--- src/rtl/alu_multicycle.sv ---
// alu_multicycle
//   Registered ALU for the multi-cycle RISC-V core. Single-cycle ops
//   (add/sub/logic/shifts/compares) complete one clock after they are
//   accepted. mul (low word) runs a shift-add loop and divu/remu run a
//   restoring divider. Both iterative ops take WIDTH+1 cycles from accept
//   to done.
//
// Ports
//   clk         rising-edge clock
//   reset       asynchronous, active-high reset
//   start       request, sampled only while busy = 0
//   a_in, b_in  operands, captured on accept
//   ALUControl  4-bit op select, captured on accept
//   ALUResult   registered result, held until the next completion
//   Z           registered (ALUResult == 0), updated together with ALUResult
//   busy        high while mul/divu/remu is iterating
//   done        one-cycle pulse when ALUResult/Z are updated
module alu_multicycle #(
    parameter  int WIDTH   = 32,
    localparam int SHAMT_W = $clog2(WIDTH)
) (
    input  logic             clk,
    input  logic             reset,
    input  logic             start,
    input  logic [WIDTH-1:0] a_in,
    input  logic [WIDTH-1:0] b_in,
    input  logic [3:0]       ALUControl,
    output logic [WIDTH-1:0] ALUResult,
    output logic             Z,
    output logic             busy,
    output logic             done
);

    localparam logic [3:0] OP_ADD  = 4'b0000;
    localparam logic [3:0] OP_SUB  = 4'b0001;
    localparam logic [3:0] OP_AND  = 4'b0010;
    localparam logic [3:0] OP_XOR  = 4'b0011;
    localparam logic [3:0] OP_SLL  = 4'b0100;
    localparam logic [3:0] OP_SLT  = 4'b0101;
    localparam logic [3:0] OP_OR   = 4'b0110;
    localparam logic [3:0] OP_SLTU = 4'b0111;
    localparam logic [3:0] OP_SRL  = 4'b1000;
    localparam logic [3:0] OP_SRA  = 4'b1001;
    localparam logic [3:0] OP_MUL  = 4'b1010;
    localparam logic [3:0] OP_DIVU = 4'b1011;
    localparam logic [3:0] OP_REMU = 4'b1100;

    localparam logic [SHAMT_W-1:0] CNT_LOAD = SHAMT_W'(WIDTH - 1);

    typedef enum logic [1:0] {IDLE, MUL, DIV} state_t;

    state_t             state_reg;
    logic [SHAMT_W-1:0] cnt_reg;
    logic [WIDTH-1:0]   mcand_reg;
    logic [WIDTH-1:0]   mplier_reg;
    logic [WIDTH-1:0]   acc_reg;
    logic [WIDTH-1:0]   dvd_reg;      // dividend bits shift out, quotient bits shift in
    logic [WIDTH-1:0]   divisor_reg;
    logic [WIDTH:0]     rem_reg;
    logic               is_rem_reg;

    // Single-cycle datapath, straight from the live inputs.
    logic [SHAMT_W-1:0] shamt;
    logic [WIDTH-1:0]   sc_result;

    assign shamt = b_in[SHAMT_W-1:0];

    always_comb begin
        sc_result = '0;
        case (ALUControl)
            OP_ADD:  sc_result = a_in + b_in;
            OP_SUB:  sc_result = a_in + ~b_in + WIDTH'(1);
            OP_AND:  sc_result = a_in & b_in;
            OP_XOR:  sc_result = a_in ^ b_in;
            OP_SLL:  sc_result = a_in << shamt;
            OP_SLT:  sc_result = {{(WIDTH-1){1'b0}}, ($signed(a_in) < $signed(b_in))};
            OP_OR:   sc_result = a_in | b_in;
            OP_SLTU: sc_result = {{(WIDTH-1){1'b0}}, (a_in < b_in)};
            OP_SRL:  sc_result = a_in >> shamt;
            OP_SRA:  sc_result = $signed(a_in) >>> shamt;
            default: sc_result = '0;   // reserved codes
        endcase
    end

    // One shift-add multiply step (LSB-first multiplier).
    logic [WIDTH-1:0] acc_next;
    assign acc_next = acc_reg + (mplier_reg[0] ? mcand_reg : '0);

    // One restoring divide step. The shifted partial remainder needs the
    // extra bit so the compare against the divisor never overflows.
    logic [WIDTH:0]   rem_shift;
    logic             rem_ge;
    logic [WIDTH:0]   rem_next;
    logic [WIDTH-1:0] quo_next;

    assign rem_shift = (rem_reg << 1) | {{WIDTH{1'b0}}, dvd_reg[WIDTH-1]};
    assign rem_ge    = rem_shift >= {1'b0, divisor_reg};
    assign rem_next  = rem_ge ? (rem_shift - {1'b0, divisor_reg}) : rem_shift;
    assign quo_next  = {dvd_reg[WIDTH-2:0], rem_ge};

    logic [WIDTH-1:0] div_result;
    assign div_result = is_rem_reg ? rem_next[WIDTH-1:0] : quo_next;

    always_ff @(posedge clk or posedge reset) begin
        if (reset) begin
            state_reg   <= IDLE;
            cnt_reg     <= '0;
            mcand_reg   <= '0;
            mplier_reg  <= '0;
            acc_reg     <= '0;
            dvd_reg     <= '0;
            divisor_reg <= '0;
            rem_reg     <= '0;
            is_rem_reg  <= 1'b0;
            ALUResult   <= '0;
            Z           <= 1'b0;
            busy        <= 1'b0;
            done        <= 1'b0;
        end else begin
            done <= 1'b0;
            case (state_reg)
                IDLE: begin
                    if (start) begin
                        if (ALUControl == OP_MUL) begin
                            mcand_reg  <= a_in;
                            mplier_reg <= b_in;
                            acc_reg    <= '0;
                            cnt_reg    <= CNT_LOAD;
                            busy       <= 1'b1;
                            state_reg  <= MUL;
                        end else if (ALUControl == OP_DIVU || ALUControl == OP_REMU) begin
                            dvd_reg     <= a_in;
                            divisor_reg <= b_in;
                            rem_reg     <= '0;
                            is_rem_reg  <= (ALUControl == OP_REMU);
                            cnt_reg     <= CNT_LOAD;
                            busy        <= 1'b1;
                            state_reg   <= DIV;
                        end else begin
                            ALUResult <= sc_result;
                            Z         <= (sc_result == '0);
                            done      <= 1'b1;
                        end
                    end
                end
                MUL: begin
                    acc_reg    <= acc_next;
                    mcand_reg  <= mcand_reg << 1;
                    mplier_reg <= mplier_reg >> 1;
                    cnt_reg    <= cnt_reg - 1'b1;
                    // Last step: the result is taken from the step's own output.
                    if (cnt_reg == '0) begin
                        ALUResult <= acc_next;
                        Z         <= (acc_next == '0);
                        done      <= 1'b1;
                        busy      <= 1'b0;
                        state_reg <= IDLE;
                    end
                end
                DIV: begin
                    rem_reg <= rem_next;
                    dvd_reg <= quo_next;
                    cnt_reg <= cnt_reg - 1'b1;
                    if (cnt_reg == '0) begin
                        ALUResult <= div_result;
                        Z         <= (div_result == '0);
                        done      <= 1'b1;
                        busy      <= 1'b0;
                        state_reg <= IDLE;
                    end
                end
                default: begin
                    busy      <= 1'b0;
                    state_reg <= IDLE;
                end
            endcase
        end
    end

endmodule

--- config.mk ---
export PLATFORM = sky130hd
export DESIGN_NAME = alu_multicycle
export DESIGN_NICKNAME = d
export VERILOG_FILES = /design/src/rtl/alu_multicycle.sv
export SDC_FILE = /design/constraint.sdc
export NUM_CORES = 1
export LEC_CHECK = 0
export BUFFER_PORTS_ARGS = -buffer_cell sky130_fd_sc_hd__buf_4
export CELL_PAD_IN_SITES_DETAIL_PLACEMENT = 1
export CELL_PAD_IN_SITES_GLOBAL_PLACEMENT = 1
export CORE_ASPECT_RATIO = 0.9
export CORE_MARGIN = 2
export CORE_UTILIZATION = 45
export CTS_CLUSTER_DIAMETER = 120
export CTS_CLUSTER_SIZE = 28
export DETAILED_ROUTE_END_ITERATION = 6
export MAX_ROUTING_LAYER = met4
export PLACE_DENSITY_LB_ADDON = 0.1
export SLEW_MARGIN = 0
export SYNTH_ARGS = -nofsm -noshare
export SYNTH_HDL_FRONTEND = slang
export SYNTH_SLANG_ARGS = --single-unit
--- constraint.sdc ---
create_clock -name clk -period 10.3 [get_ports clk]
set_input_delay 0 -clock clk [delete_from_list [all_inputs] [get_ports clk]]
set_output_delay 0 -clock clk [all_outputs]
set_load 0.02 [all_outputs]
==> metrics.md, run 1 <==
| Metric | Value |
|---|---|
| Status | complete, but fails checks |
| Failing checks | max-capacitance violations |
| Post-layout min period | approximately 5.4 ns |
| Vias in the first global route | 28314 |
| Post-synthesis cell area | 0.0258 mm2 |
| Seq/Total Area, Yosys | between 20% and 30% |
| Critical path peak fanout | 18 |
| Share of layout cells above drive strength 1 | a little under a tenth |
| Ports | between 100 and 150 |
| IO buf count | roughly 110 |
| First-pass GRT wire length | between 150000 and 200000 um |
| Period Utilization, post-route | between 50% and 60% |
| Number of max-cap violations | 1 |
| Area leader, netlist | dfrtp_1 |
| CTS resizes | 0 |
| Clock sink count | 235 |
| Fin. Hold Viols | 0 |
| Yosys top cell area share | 22.8% |
| Fin. max-slew vios | 0 |
| CTS buffer count | 12 |
| TritonRoute pass-1 iters | 6 |
| Post-synth cell types | 94 |
| Min-Delay Path Class | input pin to flop |
| CTS Root Cell | clkbuf_16 |
| Worst-skew pair later-pin latency | roughly 0.53 ns |
| Syn Area/Cell | a little under 8 um2 |
| Leak | between 10 and 15 nW |
| Required time of the critical path | about 11 ns |
| Post-synth EDFFs | 0 |
| Die width | roughly 260 um |
| GR Overflow Total | 0 |
| RSZ-0062 raised after global routing | false |
| Pwr Total | 4.89 mW |
| Slew at the pin closest to its max-slew limit | roughly 1.5 ns |
| Max clock buf depth | 3 |
| Core ar. | approximately 0.057 mm2 |
| Synth Instances | 3290 |
| Iter 0 DRT Violations | around 3600 |
| Net count, final | approximately 3500 |
| Die Y | 231 um |
| DRC viols | 0 |
| Max VDD drop | roughly 140 uV |
| Routability congestion estimate | approximately 1.1 |
| DP Cell Count | approximately 4000 |
| Main flop type after synthesis | dfrtp_1 |
| Rows | between 80 and 90 |
| Setup Fix Bufs, Post-CTS | 0 |
| WP data arrival | a little under 6 ns |
| Maximum number of pins on one net before global-route repair | 103 |
| CTS tree | built |
| Via count | approximately 28000 |
| H-tree levels | 1 |
| Critical path launch point type | input pin |
| Slew HR | less than 1% |
| Skew final | around 0.035 ns |
| Starting Density | a little under half |
| Synth top area cells | dfrtp_1 (23%), ha_1 (8.0%), mux2i_1 (6.9%) |
| Die Outline Area | 0.0592 mm2 |
| Setup TNS | 0 ns |
| Gr usage total | approximately 45% |
| Yosys warnings | 0 |
| Crit Path Class | input pin to flop |
| Routed WL | between 100000 and 150000 um |
| Fin Hold WS | around 0.029 ns |
| Area growth syn-to-layout | 7.71% |
| Antenna violations before repair | 8 |
| Clk slew on worst S/H paths | 0.11 ns |
| Synthesized flop and latch total | 235 |
| Antenna-violating nets left | 0 |
| Avg WL per Cell | 33.2 um |
| FMAX | approximately 0.19 GHz |
| Hpwl dp | between 90000 and 100000 um |
| Ys async rst share | 100% |
| Crit. End Element | flop |
| Layout Cells excl Fill | between 4000 and 5000 |
| Syn Nets | 3530 |
| DR vias/cell | about 7.1 |
| Power per cell area | approximately 180 mW/mm2 |
| Final setup fails | 0 |
## metal layers
layer  track usage (%)  vias to the layer above  routed length, um
met1              59.3                    14352              55100
met4              22.8                        0               8080
li1                  -                    12004                  -
met2              65.5                     1738              56300
met5                 -                        -                  0
met3              9.72                      401              14000
## where the power goes
group | leakage [nW] | internal [mW] | total [mW] | switching, mW
registers | 3.03 | 1.24 | 1.52 | 0.273
clock network | 0.171 | 0.236 | 0.573 | 0.337
logic | 8.91 | 0.911 | 2.80 | 1.89
## cells by family after synthesis
logic type / after synthesis / synth area share (%)
AO/OA/AOI/OAI: 1015 / 26.2
XOR/XNOR: 58 / 1.97
buffers and inverters: 418 / 6.60
adder cells (fa/ha/maj): 169 / 8.32
multiplexers: 268 / 13.5
AND/OR/NAND/NOR: 1127 / 20.6
flip-flops: 235 / 22.8
## worst max-delay path, stage by stage
cell and delay, ns:
dlygate4sd3_1 0.55, buf_4 0.39, inv_1 0.32, ha_1 0.62
nor4_1 0.95, and2_1 0.25, o311a_1 0.24, a21oi_1 0.11
nor4_1 0.35, nor4_1 0.20, nor4_1 1.04, nand4_1 0.16
nor4_1 0.35, a21oi_1 0.12, a2bb2oi_1 0.17
## synth_stat cells, types with 34 or more instances
cell	n
dfrtp_1	235
nand3_1	76
nor2_1	226
a21o_1	61
o211ai_1	52
a211oi_1	49
and2_1	57
nand4_1	34
clkbuf_1	191
o21ai_0	299
ha_1	165
nand2_1	460
mux4_2	45
nor3_1	64
inv_1	161
a21oi_1	178
mux2i_1	178
xnor2_1	38
## timing repair
action | in CTS | in global routing
hold buffers | 50 | 0
setup endpoints to repair | 0 | 0
endpoints found under the hold margin | 180 | 0
## metrics by stage
| step | area [um2] | util, % | worst slack (ns) |
|---|---|---|---|
| detailed placement | 26900 | 47.3 | 4.82 |
| floorplan | 25800 | - | 3.85 |
| CTS | 27700 | 48.8 | 5.00 |
| global route | 27800 | 48.9 | 4.66 |
| global placement | 26900 | 47.3 | 4.91 |
| finish | 27800 | 48.9 | 4.90 |
## layout make-up
cell class,count,area (um2)
fillers,6976,29000
multi-input cells,2637,18300
flip-flops and latches,235,5880
repair buffers,201,1630
well taps,765,957
inverters,165,627
clock buffers,14,329
diodes,9,22.5
clock inverters,1,20.0
## final timing paths
check	startpoint	to	slack (ns)	cells after the start
setup reg to reg	mplier_reg[0]	Z	4.96	16
min in group asynchronous	reset	dvd_reg[28]	0.14	3
hold / removal	a_in[29]	dvd_reg[29]	0.03	3
max in group asynchronous	reset	acc_reg[4]	7.85	5
hold reg to reg	acc_reg[12]	acc_reg[12]	0.49	2
setup / recovery	a_in[25]	Z	4.90	15
## layout by cell type, fill, tap and decap left out, types with 49 or more instances in the layout
master	netlist	routed
nand2_1	460	459
inv_1	161	160
a21oi_1	178	177
dlygate4sd3_1	0	50
buf_4	9	151
and2_1	57	57
ha_1	165	163
dfrtp_1	235	234
nand3_1	76	76
mux2i_1	178	178
nor2_1	226	225
a211oi_1	49	49
nor3_1	64	63
a21o_1	61	61
o21ai_0	299	298
o211ai_1	52	52
Power figures use the tool's default switching activity.
==> run 2: changes to the inputs <==
--- a/config.mk
+++ b/config.mk
@@ -10,7 +10,7 @@
 export CELL_PAD_IN_SITES_GLOBAL_PLACEMENT = 1
 export CORE_ASPECT_RATIO = 0.9
 export CORE_MARGIN = 2
-export CORE_UTILIZATION = 45
+export CORE_UTILIZATION = 44
 export CTS_CLUSTER_DIAMETER = 120
 export CTS_CLUSTER_SIZE = 28
 export DETAILED_ROUTE_END_ITERATION = 6
==> constraint.sdc (replaced) <==
create_clock -name clk -period 4.64 [get_ports clk]
set_input_delay 0 -clock clk [delete_from_list [all_inputs] [get_ports clk]]
set_output_delay 0 -clock clk [all_outputs]
set_load 0.02 [all_outputs]
==> metrics.md, run 2 (synthesized netlist as in run 1, its figures left out) <==
| Metric | Value |
|---|---|
| FF-to-FF setup slack | 0.06 ns |
| Routed WL | around 140000 um |
| Die Outline Area | 0.0605 mm2 |
| Commonest cells after routing, fill and taps aside | nand2_1 (459), o21ai_0 (297), buf_4 (276) |
| Area growth syn-to-layout | 12.0% |
| Worst-skew pair later-pin latency | around 0.53 ns |
| CTS tree | built |
| Kind of cell adding the most delay to the critical path | compound AO/OA/AOI/OAI gates |
| FMAX | 0.218 GHz |
| Leak | ~13 nW |
| Iter 0 DRT Violations | approximately 3600 |
| Core ar. | 0.0582 mm2 |
| Fin. Hold Viols | 0 |
| Crit. End Element | flop |
| DR vias/cell | roughly 7 |
| Slew HR | 8.14% |
| Crit Path Class | flop to flop |
| CTS buffer count | 12 |
| Fin. max-slew vios | 0 |
| H-tree levels | 1 |
| Clk slew on worst S/H paths | around 0.12 ns |
| Post-layout min period | 4.58 ns |
| Required time of the critical path | about 5.1 ns |
| Critical path launch point type | flop |
| FF-to-FF Start | mplier_reg[0] |
| DRC viols | 0 |
| Status | completed |
| Slowest cell on the critical path | a2111oi_0 |
| WL met1 | 54300 um |
| GR Overflow Total | 0 |
| Share of layout cells above drive strength 1 | between 10% and 20% |
| Final setup fails | 0 |
| Ports | about 110 |
| Worst Hold End | dvd_reg[29] |
| Hpwl dp | roughly 100000 um |
| Vias in the first global route | between 20000 and 30000 |
| Min-Delay Path Class | input pin to flop |
| Routability congestion estimate | roughly 1.1 |
| WP data arrival | about 5 ns |
| WL met2 | 57500 um |
| Power per cell area | approximately 380 mW/mm2 |
| Slew at the pin closest to its max-slew limit | 1.36 ns |
| Max VDD drop | between 300 and 400 uV |
| Antenna violations before repair | 9 |
| Via count | around 29000 |
| Gr usage total | 45.4% |
| Net count, final | between 3000 and 4000 |
| Number of max-cap violations | 0 |
| Max clock buf depth | 3 |
| Highest routed layer | met4 |
| Most common cell after layout, fill and taps aside | nand2_1 |
| Fin Hold WS | 0.0220 ns |
| Avg WL per Cell | 32.7 um |
| Reg2reg end | ALUResult[29] |
| First-pass GRT wire length | slightly below 200000 um |
| HP Start | a_in[29] |
| Depth of the most critical reg-to-reg path | 15 |
| Skew final | around 0.041 ns |
| Clock sink count | between 200 and 250 |
| Maximum number of pins on one net before global-route repair | roughly 170 |
| Worst path cell trace | buf_4 > buf_4 > and2_1 > ha_1 > o21a_1 > nor2_1 > or4_1 > a211o_1 > a41oi_2 > o31ai_1 > a2111oi_0 > a311oi_2 > nor2_2 > a211oi_2 > o31ai_1 |
| Area after DPL | around 0.028 mm2 |
| Period Utilization, post-route | 98.8% |
| Antenna-violating nets left | 0 |
| Max stage delay on crit path | roughly 0.64 ns |
| CTS Root Cell | clkbuf_16 |
| TritonRoute pass-1 iters | 6 |
| IO buf count | 105 |
| Final instance area | slightly below 0.03 mm2 |
| Bufs and invs on worst path | 2 |
| Hold path depth | 3 |
| WL met3 | roughly 15000 um |
| Critical path peak fanout | 19 |
| Die width | ~260 um |
| Die Y | roughly 230 um |
| Starting Density | between 40 and 50% |
| Rows | between 80 and 90 |
-- run 2: per-layer routing --
layer,GRT usage (%),vias up
li1,-,12258
met2,66.4,1823
met1,57.5,14479
met5,-,-
met3,11.5,445
met4,24.1,0
-- run 2: report_power, final --
group | leakage (nW) | switching (mW) | total [mW] | internal (mW)
Combinational | 9.57 | 4.27 | 6.45 | 2.18
Sequential | 3.03 | 0.630 | 3.39 | 2.76
Clock | 0.166 | 0.754 | 1.25 | 0.495
-- run 2: worst max-delay path by stage --
stage	depth (start not counted)	slack (ns)	start	end
finish	15	0.06	mplier_reg[0]	ALUResult[29]
detailed placement	15	-0.18	mplier_reg[0]	Z
global route	15	-0.07	mplier_reg[0]	ALUResult[29]
global placement	15	0.04	mplier_reg[0]	Z
floorplan	19	0.68	b_in[2]	Z
CTS	15	0.08	mplier_reg[0]	Z
-- run 2: metrics by stage --
step | util (%) | cells | power [mW] | worst slack [ns] | setup TNS (ns)
floorplan | - | 3290 | 7.01 | 0.681 | 0
global placement | 48.1 | 4094 | 9.32 | 0.0394 | 0
finish | 49.6 | 4161 | 11.1 | 0.0575 | 0
detailed placement | 48.1 | 4094 | 9.57 | -0.176 | -0.292
CTS | 49.5 | 4155 | 10.9 | 0.0757 | 0
global route | 49.6 | 4161 | 11.6 | -0.0664 | -0.0664
-- run 2: final cells by class --
| class | instances | area, um2 |
|---|---|---|
| tap | 774 | 968 |
| inverter | 165 | 623 |
| clock buffer | 13 | 304 |
| sequential | 235 | 5880 |
| clock inverter | 2 | 36.3 |
| multi-input combinational | 2637 | 18300 |
| timing repair buffer | 330 | 2690 |
| antenna | 5 | 12.5 |
| fill | 7144 | 29400 |
-- run 2: worst reg2reg max path, cell delays in order, from the launching register on --
cell and delay (ns):
dfrtp_2 0.47, buf_4 0.18, buf_4 0.20, and2_1 0.18, ha_1 0.39, o21a_1 0.18
nor2_1 0.06, or4_1 0.55, a211o_1 0.29, a41oi_2 0.28, o31ai_1 0.14, a2111oi_0 0.64
a311oi_2 0.16, nor2_2 0.33, a211oi_2 0.15, o31ai_1 0.32
-- run 2: repair_timing --
item                                   CTS  global route
gates resized for setup                  2            10
setup endpoints to repair                2             3
hold buffers                            46             0
setup buffers                            0             1
pin swaps                                0             2
endpoints found under the hold margin   94             0
